File: config.mk
export PLATFORM = sky130hd
export DESIGN_NAME = mem_req_sched
export DESIGN_NICKNAME = d
export VERILOG_FILES = /design/src/rtl/mem_req_sched.sv
export SDC_FILE = /design/constraint.sdc
export NUM_CORES = 1
export LEC_CHECK = 0
export BUFFER_PORTS_ARGS = -buffer_cell sky130_fd_sc_hd__buf_2
export CORE_AREA = 2 2 236 238
export DETAILED_ROUTE_END_ITERATION = 10
export DIE_AREA = 0 0 238 240
export GPL_TIMING_DRIVEN = 0
export SYNTH_ARGS = -nofsm -noshare
export SYNTH_HDL_FRONTEND = slang
export SYNTH_SLANG_ARGS = --single-unit
File: constraint.sdc
create_clock -name clk -period 8 [get_ports clk]
set_input_delay 0.8 -clock clk [delete_from_list [all_inputs] [get_ports clk]]
set_output_delay 0.8 -clock clk [all_outputs]
set_load 0.02 [all_outputs]
File: src/rtl/mem_req_sched.sv
// Two-source load-request scheduler with controller priority and a one-entry registered output.
// Define COHORT_REQ_SCHED_AGING_EN to build the parser aging counter (force-grant after MAX_WAIT losses).
module mem_req_sched #(
    parameter int MAX_WAIT = 8
) (
    input  logic        clk,
    input  logic        reset,
    // source 0: controller requester
    input  logic        mem_controller_if_valid,
    output logic        mem_controller_if_ready,
    input  logic [2:0]  mem_controller_if_req_type,
    input  logic [7:0]  mem_controller_if_mshrid,
    input  logic [39:0] mem_controller_if_address,
    input  logic [2:0]  mem_controller_if_size,
    input  logic [7:0]  mem_controller_if_homeid,
    input  logic [7:0]  mem_controller_if_write_mask,
    input  logic [63:0] mem_controller_if_data_0,
    input  logic [63:0] mem_controller_if_data_1,
    // source 1: memory-parser requester
    input  logic        mem_if_valid,
    output logic        mem_if_ready,
    input  logic [2:0]  mem_if_req_type,
    input  logic [7:0]  mem_if_mshrid,
    input  logic [39:0] mem_if_address,
    input  logic [2:0]  mem_if_size,
    input  logic [7:0]  mem_if_homeid,
    input  logic [7:0]  mem_if_write_mask,
    input  logic [63:0] mem_if_data_0,
    input  logic [63:0] mem_if_data_1,
    // scheduled output
    output logic        load_req_valid,
    input  logic        load_req_ready,
    output logic [2:0]  load_req_req_type,
    output logic [7:0]  load_req_mshrid,
    output logic [39:0] load_req_address,
    output logic [2:0]  load_req_size,
    output logic [7:0]  load_req_homeid,
    output logic [7:0]  load_req_write_mask,
    output logic [63:0] load_req_data_0,
    output logic [63:0] load_req_data_1,
    output logic        grant_src,
    output logic        parser_starved
);
    localparam int PW = 3 + 8 + 40 + 3 + 8 + 8 + 64 + 64;

    if (MAX_WAIT < 1 || MAX_WAIT > 255) begin : g_max_wait_range
        $error("mem_req_sched: MAX_WAIT must be in 1..255");
    end

    logic          out_valid_q, out_valid_d;
    logic          out_src_q, out_src_d;
    logic [PW-1:0] payload_q, payload_d;
    logic [PW-1:0] pay0, pay1;
    logic          slot_free, age_force, win0, win1;

    assign pay0 = {mem_controller_if_req_type, mem_controller_if_mshrid, mem_controller_if_address,
                   mem_controller_if_size, mem_controller_if_homeid, mem_controller_if_write_mask,
                   mem_controller_if_data_0, mem_controller_if_data_1};
    assign pay1 = {mem_if_req_type, mem_if_mshrid, mem_if_address, mem_if_size, mem_if_homeid,
                   mem_if_write_mask, mem_if_data_0, mem_if_data_1};

    assign slot_free = !out_valid_q | load_req_ready;
    assign win0      = mem_controller_if_valid & !age_force;
    assign win1      = mem_if_valid & (age_force | !mem_controller_if_valid);

    assign mem_controller_if_ready = slot_free & win0;
    assign mem_if_ready            = slot_free & win1;

`ifdef COHORT_REQ_SCHED_AGING_EN
    localparam logic [7:0] MAX_WAIT_C = 8'(MAX_WAIT);
    logic [7:0] age_q, age_d;

    assign age_force      = (age_q == MAX_WAIT_C) & mem_if_valid;
    assign parser_starved = slot_free & age_force;

    // Only lost arbitrations age the parser; downstream stalls leave the count alone.
    always_comb begin
        age_d = age_q;
        if (!mem_if_valid || mem_if_ready) begin
            age_d = 8'd0;
        end else if (slot_free && win0 && age_q != MAX_WAIT_C) begin
            age_d = age_q + 8'd1;
        end
    end

    always_ff @(posedge clk or posedge reset) begin
        if (reset) begin
            age_q <= 8'd0;
        end else begin
            age_q <= age_d;
        end
    end
`else
    assign age_force      = 1'b0;
    assign parser_starved = 1'b0;
`endif

    always_comb begin
        out_valid_d = out_valid_q;
        out_src_d   = out_src_q;
        payload_d   = payload_q;
        if (mem_controller_if_ready) begin
            out_valid_d = 1'b1;
            out_src_d   = 1'b0;
            payload_d   = pay0;
        end else if (mem_if_ready) begin
            out_valid_d = 1'b1;
            out_src_d   = 1'b1;
            payload_d   = pay1;
        end else if (load_req_ready) begin
            out_valid_d = 1'b0;
        end
    end

    always_ff @(posedge clk or posedge reset) begin
        if (reset) begin
            out_valid_q <= 1'b0;
            out_src_q   <= 1'b0;
            payload_q   <= '0;
        end else begin
            out_valid_q <= out_valid_d;
            out_src_q   <= out_src_d;
            payload_q   <= payload_d;
        end
    end

    assign load_req_valid = out_valid_q;
    assign grant_src      = out_src_q;
    assign {load_req_req_type, load_req_mshrid, load_req_address, load_req_size, load_req_homeid,
            load_req_write_mask, load_req_data_0, load_req_data_1} = payload_q;
endmodule

==> flow_metrics.env, run 1 <==
export IMPL_fin_ws_ns=5.23
export IMPL_hpwl_um=25700
export IMPL_synth_top_family_by_area="multiplexers"
export IMPL_h_tree_depth=4
export IMPL_synthMuxAreaShare_pct=45.6
export IMPL_synth_edf_count=0
export IMPL_rsz0062_at_grt="false"
export IMPL_design_area_um2=14300
export IMPL_tightest_slew_ns=0.822
export IMPL_synth_top_cells_by_area="dfrtp_1 (51%), mux2_2 (42%), mux2_1 (4.0%), buf_4 (1.5%), buf_2 (1.3%)"
export IMPL_synth_distinct_cells=14
export IMPL_power_density_nw_per_um2=212
export IMPL_maxSlewViolCount=0
export IMPL_clock_latency_ns=0.47
export IMPL_grt_start_max_net_pins=111
export IMPL_synth_adder_area_share_pct=0
export IMPL_drc=0
export IMPL_slew_limit_headroom_pct=45.2
export IMPL_drt_iter0_drc=186
export IMPL_cp_required_ns=7.20
export IMPL_hold_class="in -> async"
export IMPL_cts_sinks=200
export IMPL_vias=7736
export IMPL_synthCells=649
export IMPL_clock_root_buffer="clkbuf_16"
export IMPL_period_needed_ns=2.77
export IMPL_worst_path_max_fanout=11
export IMPL_avgSynthCellArea_um2=15.1
export IMPL_status="complete, no violations"
export IMPL_syn_cell_area_um2=9790
export IMPL_pre_cts_ws_ns=5.03
export IMPL_synth_top_flop_cell="dfrtp_1"
export IMPL_cts_hold_buf=0
export IMPL_drt_wirelength_per_cell_um=15.9
export IMPL_synth_top_area_share_pct=51.1
export IMPL_gr_total_overflow=0
export IMPL_cp_end_kind="output pin"
export IMPL_worstPathArrival_ns=1.97
export IMPL_layout_nets=1672
export IMPL_die_h_um=240
export IMPL_clkTransAtPathRegs_ns=0.07
export IMPL_hold_viol=0
export IMPL_areaGrowthSynthToFinish_pct=46.3
export IMPL_tritoncts="yes"
export IMPL_crit_type="in -> out"
export IMPL_die_area_um2=57100
export IMPL_fmax_mhz=361
export IMPL_synth_seq_area_share_pct=51.1
export IMPL_syn_num_nets=1050
export IMPL_drive_above_1_share_pct=81.1
export IMPL_dr_pass1_iters=4
export IMPL_ant_nets=0
export IMPL_post_cts_buffers=0
export IMPL_yosys_top_cells_count="mux2_2 (361), dfrtp_1 (200), mux2_1 (35)"
export IMPL_start_util_pct=17.9
export IMPL_antenna_found_initial=2
export IMPL_place_area_um2=13700
export IMPL_synth_compound_area_share_pct=0.141
export IMPL_grt_pass1_vias=8116
export IMPL_nFillCells=5732
export IMPL_fin_crit_sh_pct=34.6
export IMPL_fin_skew_ns=0.00951
export IMPL_die_w_um=238
export IMPL_wl_um=31600
export IMPL_worstSetupStartpointType="input port"
export IMPL_clk_path_buf_depth=2
export IMPL_holdWs_ns=0.378
export IMPL_ir_worst_vdd_mv=0.128
export IMPL_gp_congestion=0.845
export IMPL_portBuffers=602
export IMPL_avgViaCountPerCell=3.89
export IMPL_synth_seq_cells=200
export IMPL_maxCapViolCount=0
export IMPL_setup_violations=0
export IMPL_p_leak_nw=6.79
export IMPL_io_pins=604
export IMPL_synth_warnings=0
export IMPL_cts_buffers=17
export IMPL_synth_most_common_cell="mux2_2"
export IMPL_yosys_area_share_simple_pct=0.345
export IMPL_yosys_area_top_type="dfrtp_1"
export IMPL_synthXorXnorAreaFrac_pct=0
export IMPL_rows=86
export IMPL_grt_util_all_layers_pct=10.6
export IMPL_postCtsResizedCells=0
export IMPL_coreArea_um2=54700
export IMPL_postSynth_asyncResetShare_pct=100
export IMPL_grt_pass1_wl_um=44900
[metal layers]
metal / GRT usage, % / wire [um] / vias up / share of wire, %
met5: 0 / 0 / - / 0
met3: 3.01 / 1870 / 44 / 5.9
met2: 18.4 / 16100 / 310 / 51
met4: 5.53 / 1060 / 0 / 3.3
met1: 11.8 / 12600 / 3794 / 40
li1: - / - / 3588 / -
[final cells by class]
| type | instances | area [um^2] | area share, % |
|---|---|---|---|
| Buffer | 44 | 268 | 1.87 |
| Timing Repair Buffer | 603 | 3040 | 21.2 |
| Sequential cell | 200 | 5000 | 34.9 |
| Clock inverter | 8 | 110 | 0.769 |
| Multi-Input combinational cell | 404 | 4510 | 31.5 |
| Inverter | 1 | 11.3 | 0.0786 |
| Tap cell | 704 | 881 | 6.15 |
| Clock buffer | 22 | 484 | 3.38 |
| Antenna cell | 4 | 10.0 | 0.0699 |
[where the power goes]
| group | internal [mW] | leakage [nW] | switching, mW |
|---|---|---|---|
| Sequential | 1.18 | 2.33 | 0.0781 |
| Clock | 0.494 | 0.286 | 0.403 |
| Combinational | 0.402 | 4.17 | 0.484 |
| Total | 2.07 | 6.79 | 0.965 |
[path summary, 6_finish.rpt]
| check | startpoint | to | slack (ns) | cells after the start |
|---|---|---|---|---|
| worst min register to register | payload_q[165] | payload_q[165] | 0.49 | 1 |
| max in group asynchronous | reset | payload_q[169] | 6.58 | 3 |
| worst max-delay path | mem_controller_if_valid | mem_if_ready | 5.23 | 5 |
| min in group clk | payload_q[165] | payload_q[165] | 0.49 | 1 |
| worst min-delay path | reset | payload_q[67] | 0.38 | 2 |
| worst max register to register | load_req_valid | payload_q[172] | 5.97 | 5 |
[critical path, cell delays in order]
cell	delay (ns)
buf_2	0.13
buf_2	0.35
buf_2	0.31
and3b_1	0.21
buf_2	0.16
[stage by stage]
step	TNS [ns]	util, %	power [mW]	cells
6_report	0	26.2	3.04	1990
5_1_grt	0	26.2	3.20	1988
4_1_cts	0	26.2	3.10	1986
3_5_place_dp	0	25.1	2.17	1956
3_3_place_gp	-123.22	25.0	2.16	1955
2_1_floorplan	0	-	1.79	649
[cells by family (layout without fill, tap and decap cells)]
| group | after synthesis | after routing |
|---|---|---|
| buffers and inverters | 45 | 678 |
| AOI/OAI and AO/OA | 2 | 2 |
| muxes | 396 | 396 |
| DFF | 200 | 200 |
| other | 1 | 5 |
| and+or+nand+nor | 5 | 5 |
[sequential cells by signal, summed over array words and instances (netlist names)]
name            count
grant_src           1
load_req_valid      1
payload_q         198
[placed cells by master, fill, tap and decap left out, types with 2 or more instances in the layout]
| cell | count |
|---|---|
| buf_2 | 627 |
| clkbuf_8 | 4 |
| clkinvlp_4 | 2 |
| bufinv_16 | 2 |
| clkbuf_16 | 17 |
| diode_2 | 4 |
| mux2_1 | 35 |
| mux2_2 | 361 |
| dfrtp_1 | 200 |
| inv_6 | 4 |
| buf_4 | 19 |
Power figures use the tool's default switching activity.
==> run 2, diff against run 1 <==
- clock period: 8 -> 2.3 ns (I/O delays scaled with it)
==> flow_metrics.env, run 2 (same netlist as run 1, synthesis figures left out) <==
export IMPL_clkTransAtPathRegs_ns=0.07
export IMPL_die_area_um2=57100
export IMPL_die_w_um=238
export IMPL_clock_root_buffer="clkbuf_16"
export IMPL_vias=7676
export IMPL_ant_nets=0
export IMPL_portBuffers=602
export IMPL_hold_viol=0
export IMPL_fin_tns_setup_ns=0
export IMPL_coreArea_um2=54700
export IMPL_die_h_um=240
export IMPL_ir_worst_vdd_mv=0.469
export IMPL_whs_path_depth=3
export IMPL_setup_violations=0
export IMPL_combinationalPowerShare_pct=29.7
export IMPL_switching_power_mw=3.41
export IMPL_drt_iter0_drc=137
export IMPL_cts_buffers=17
export IMPL_pre_cts_ws_ns=-0.140
export IMPL_crit_type="reg -> reg"
export IMPL_post_place_cells=1960
export IMPL_fin_skew_ns=0.00592
export IMPL_p_leak_nw=6.80
export IMPL_maxCapViolCount=0
export IMPL_finalPower_mw=10.4
export IMPL_io_pins=604
export IMPL_clk_path_buf_depth=2
export IMPL_rows=86
export IMPL_tritoncts="yes"
export IMPL_regMostFlops="payload_q"
export IMPL_hp_start="mem_if_valid"
export IMPL_whs_endpoint="grant_src"
export IMPL_nFillCells=5751
export IMPL_areaGrowthSynthToFinish_pct=46.9
export IMPL_rsz0062_at_grt="false"
export IMPL_r2r_start="load_req_valid"
export IMPL_r2r_end="payload_q[174]"
export IMPL_grt_pass1_vias=7990
export IMPL_hold_class="in -> reg"
export IMPL_power_frac_seq_pct=41.9
export IMPL_r2r_cells=5
export IMPL_grt_start_max_net_pins=42
export IMPL_worstSetupStartpointType="register"
export IMPL_cell_internal_pwr_mw=7.01
export IMPL_gp_congestion=0.872
export IMPL_worstPathArrival_ns=2.41
export IMPL_num_antenna_cells=0
export IMPL_grt_util_all_layers_pct=10.8
export IMPL_avgViaCountPerCell=3.85
export IMPL_slew_limit_headroom_pct=46.8
export IMPL_maxSlewViolCount=0
export IMPL_drc=0
export IMPL_drt_wirelength_per_cell_um=15.9
export IMPL_clock_latency_ns=0.46
export IMPL_dr_pass1_iters=4
export IMPL_final_cell_mix="buf_2 (627), mux2_2 (361), dfrtp_1 (200)"
export IMPL_fin_crit_sh_pct=89.3
export IMPL_cp_end_kind="register"
export IMPL_holdWs_ns=0.0716
export IMPL_fmax_mhz=487
export IMPL_grt_pass1_wl_um=45600
export IMPL_stdcell_count=1994
export IMPL_antenna_found_initial=0
export IMPL_wl_um=31800
export IMPL_design_area_um2=14400
export IMPL_cp_required_ns=2.65
export IMPL_hpwl_um=26400
export IMPL_cts_sinks=200
export IMPL_sw_frac_of_total_pct=32.7
export IMPL_drive_above_1_share_pct=81.2
export IMPL_place_area_um2=13800
export IMPL_r2r_slack_ns=0.25
export IMPL_status="complete, no violations"
export IMPL_clkPwrFrac_pct=28.4
export IMPL_final_util_pct=26.3
export IMPL_power_density_nw_per_um2=725
export IMPL_largest_register_ffs=198
export IMPL_regArea_um2=5000
export IMPL_start_util_pct=17.9
export IMPL_layout_nets=1678
export IMPL_h_tree_depth=4
export IMPL_multi_input_area_um2=4510
export IMPL_fin_ws_ns=0.247
export IMPL_tightest_slew_ns=0.797
export IMPL_final_common_cell="buf_2"
export IMPL_worst_path_max_fanout=10
export IMPL_period_needed_ns=2.05
export IMPL_gr_total_overflow=0
==> run 2: cell count changes in the layout (fill, tap and decap cells not counted), sizes merged, moves of 2 or more <==
cell / previous run / this run
buf: 647 / 651
clkbuf: 22 / 17
clkinv: 0 / 3
clkinvlp: 2 / 8
diode: 4 / 0
dlygate4sd3: 0 / 2
==> run 2: worst max-delay path: stages (launching register included) <==
cell      delay (ns)
dfrtp_1         0.37
nand2b_1        0.13
o21ai_2         0.34
buf_4           0.36
buf_4           0.33
mux2_2          0.37
==> run 2: metal layers <==
metal | up-vias | share of wire (%) | wire length, um | global-route usage [%]
met5 | - | 0 | 0 | 0
met4 | 0 | 3.1 | 987 | 5.34
met3 | 35 | 6.2 | 1970 | 3.16
met2 | 307 | 51 | 16300 | 19.0
met1 | 3741 | 39 | 12500 | 11.9
li1 | 3593 | - | - | -
==> run 2: how the worst max path moves through the flow <==
stage,startpoint,endpoint
6_report,load_req_valid,payload_q[174]
5_1_grt,load_req_valid,payload_q[174]
4_1_cts,load_req_valid,payload_q[174]
2_1_floorplan,reset,grant_src
3_3_place_gp,reset,payload_q[159]
3_5_place_dp,mem_controller_if_valid,payload_q[174]
==> run 2: cell type report <==
type                    instances  share of cell area (%)
inverters                       1                  0.0522
clock buffers                  17                    2.96
clock inverters                15                    1.01
plain buffers                  44                    1.86
well taps                     704                    6.13
repair buffers                609                    21.8
multi-input cells             404                    31.4
flip-flops and latches        200                    34.8
==> run 2: what timing repair did <==
item,CTS,global route
endpoints found under the hold margin,17,0
hold buffers,2,0
setup buffers,0,0
gates resized for setup,0,0
==> run 2: power groups by stage <==
stage               logic (mW)  clock network, mW  registers, mW
global route              3.31               3.25           4.45
CTS                       3.16               3.12           4.38
global placement          3.09                  0           4.42
detailed placement        3.15                  0           4.44
floorplan                 1.08                  0           5.16
finish                    3.10               2.96           4.37
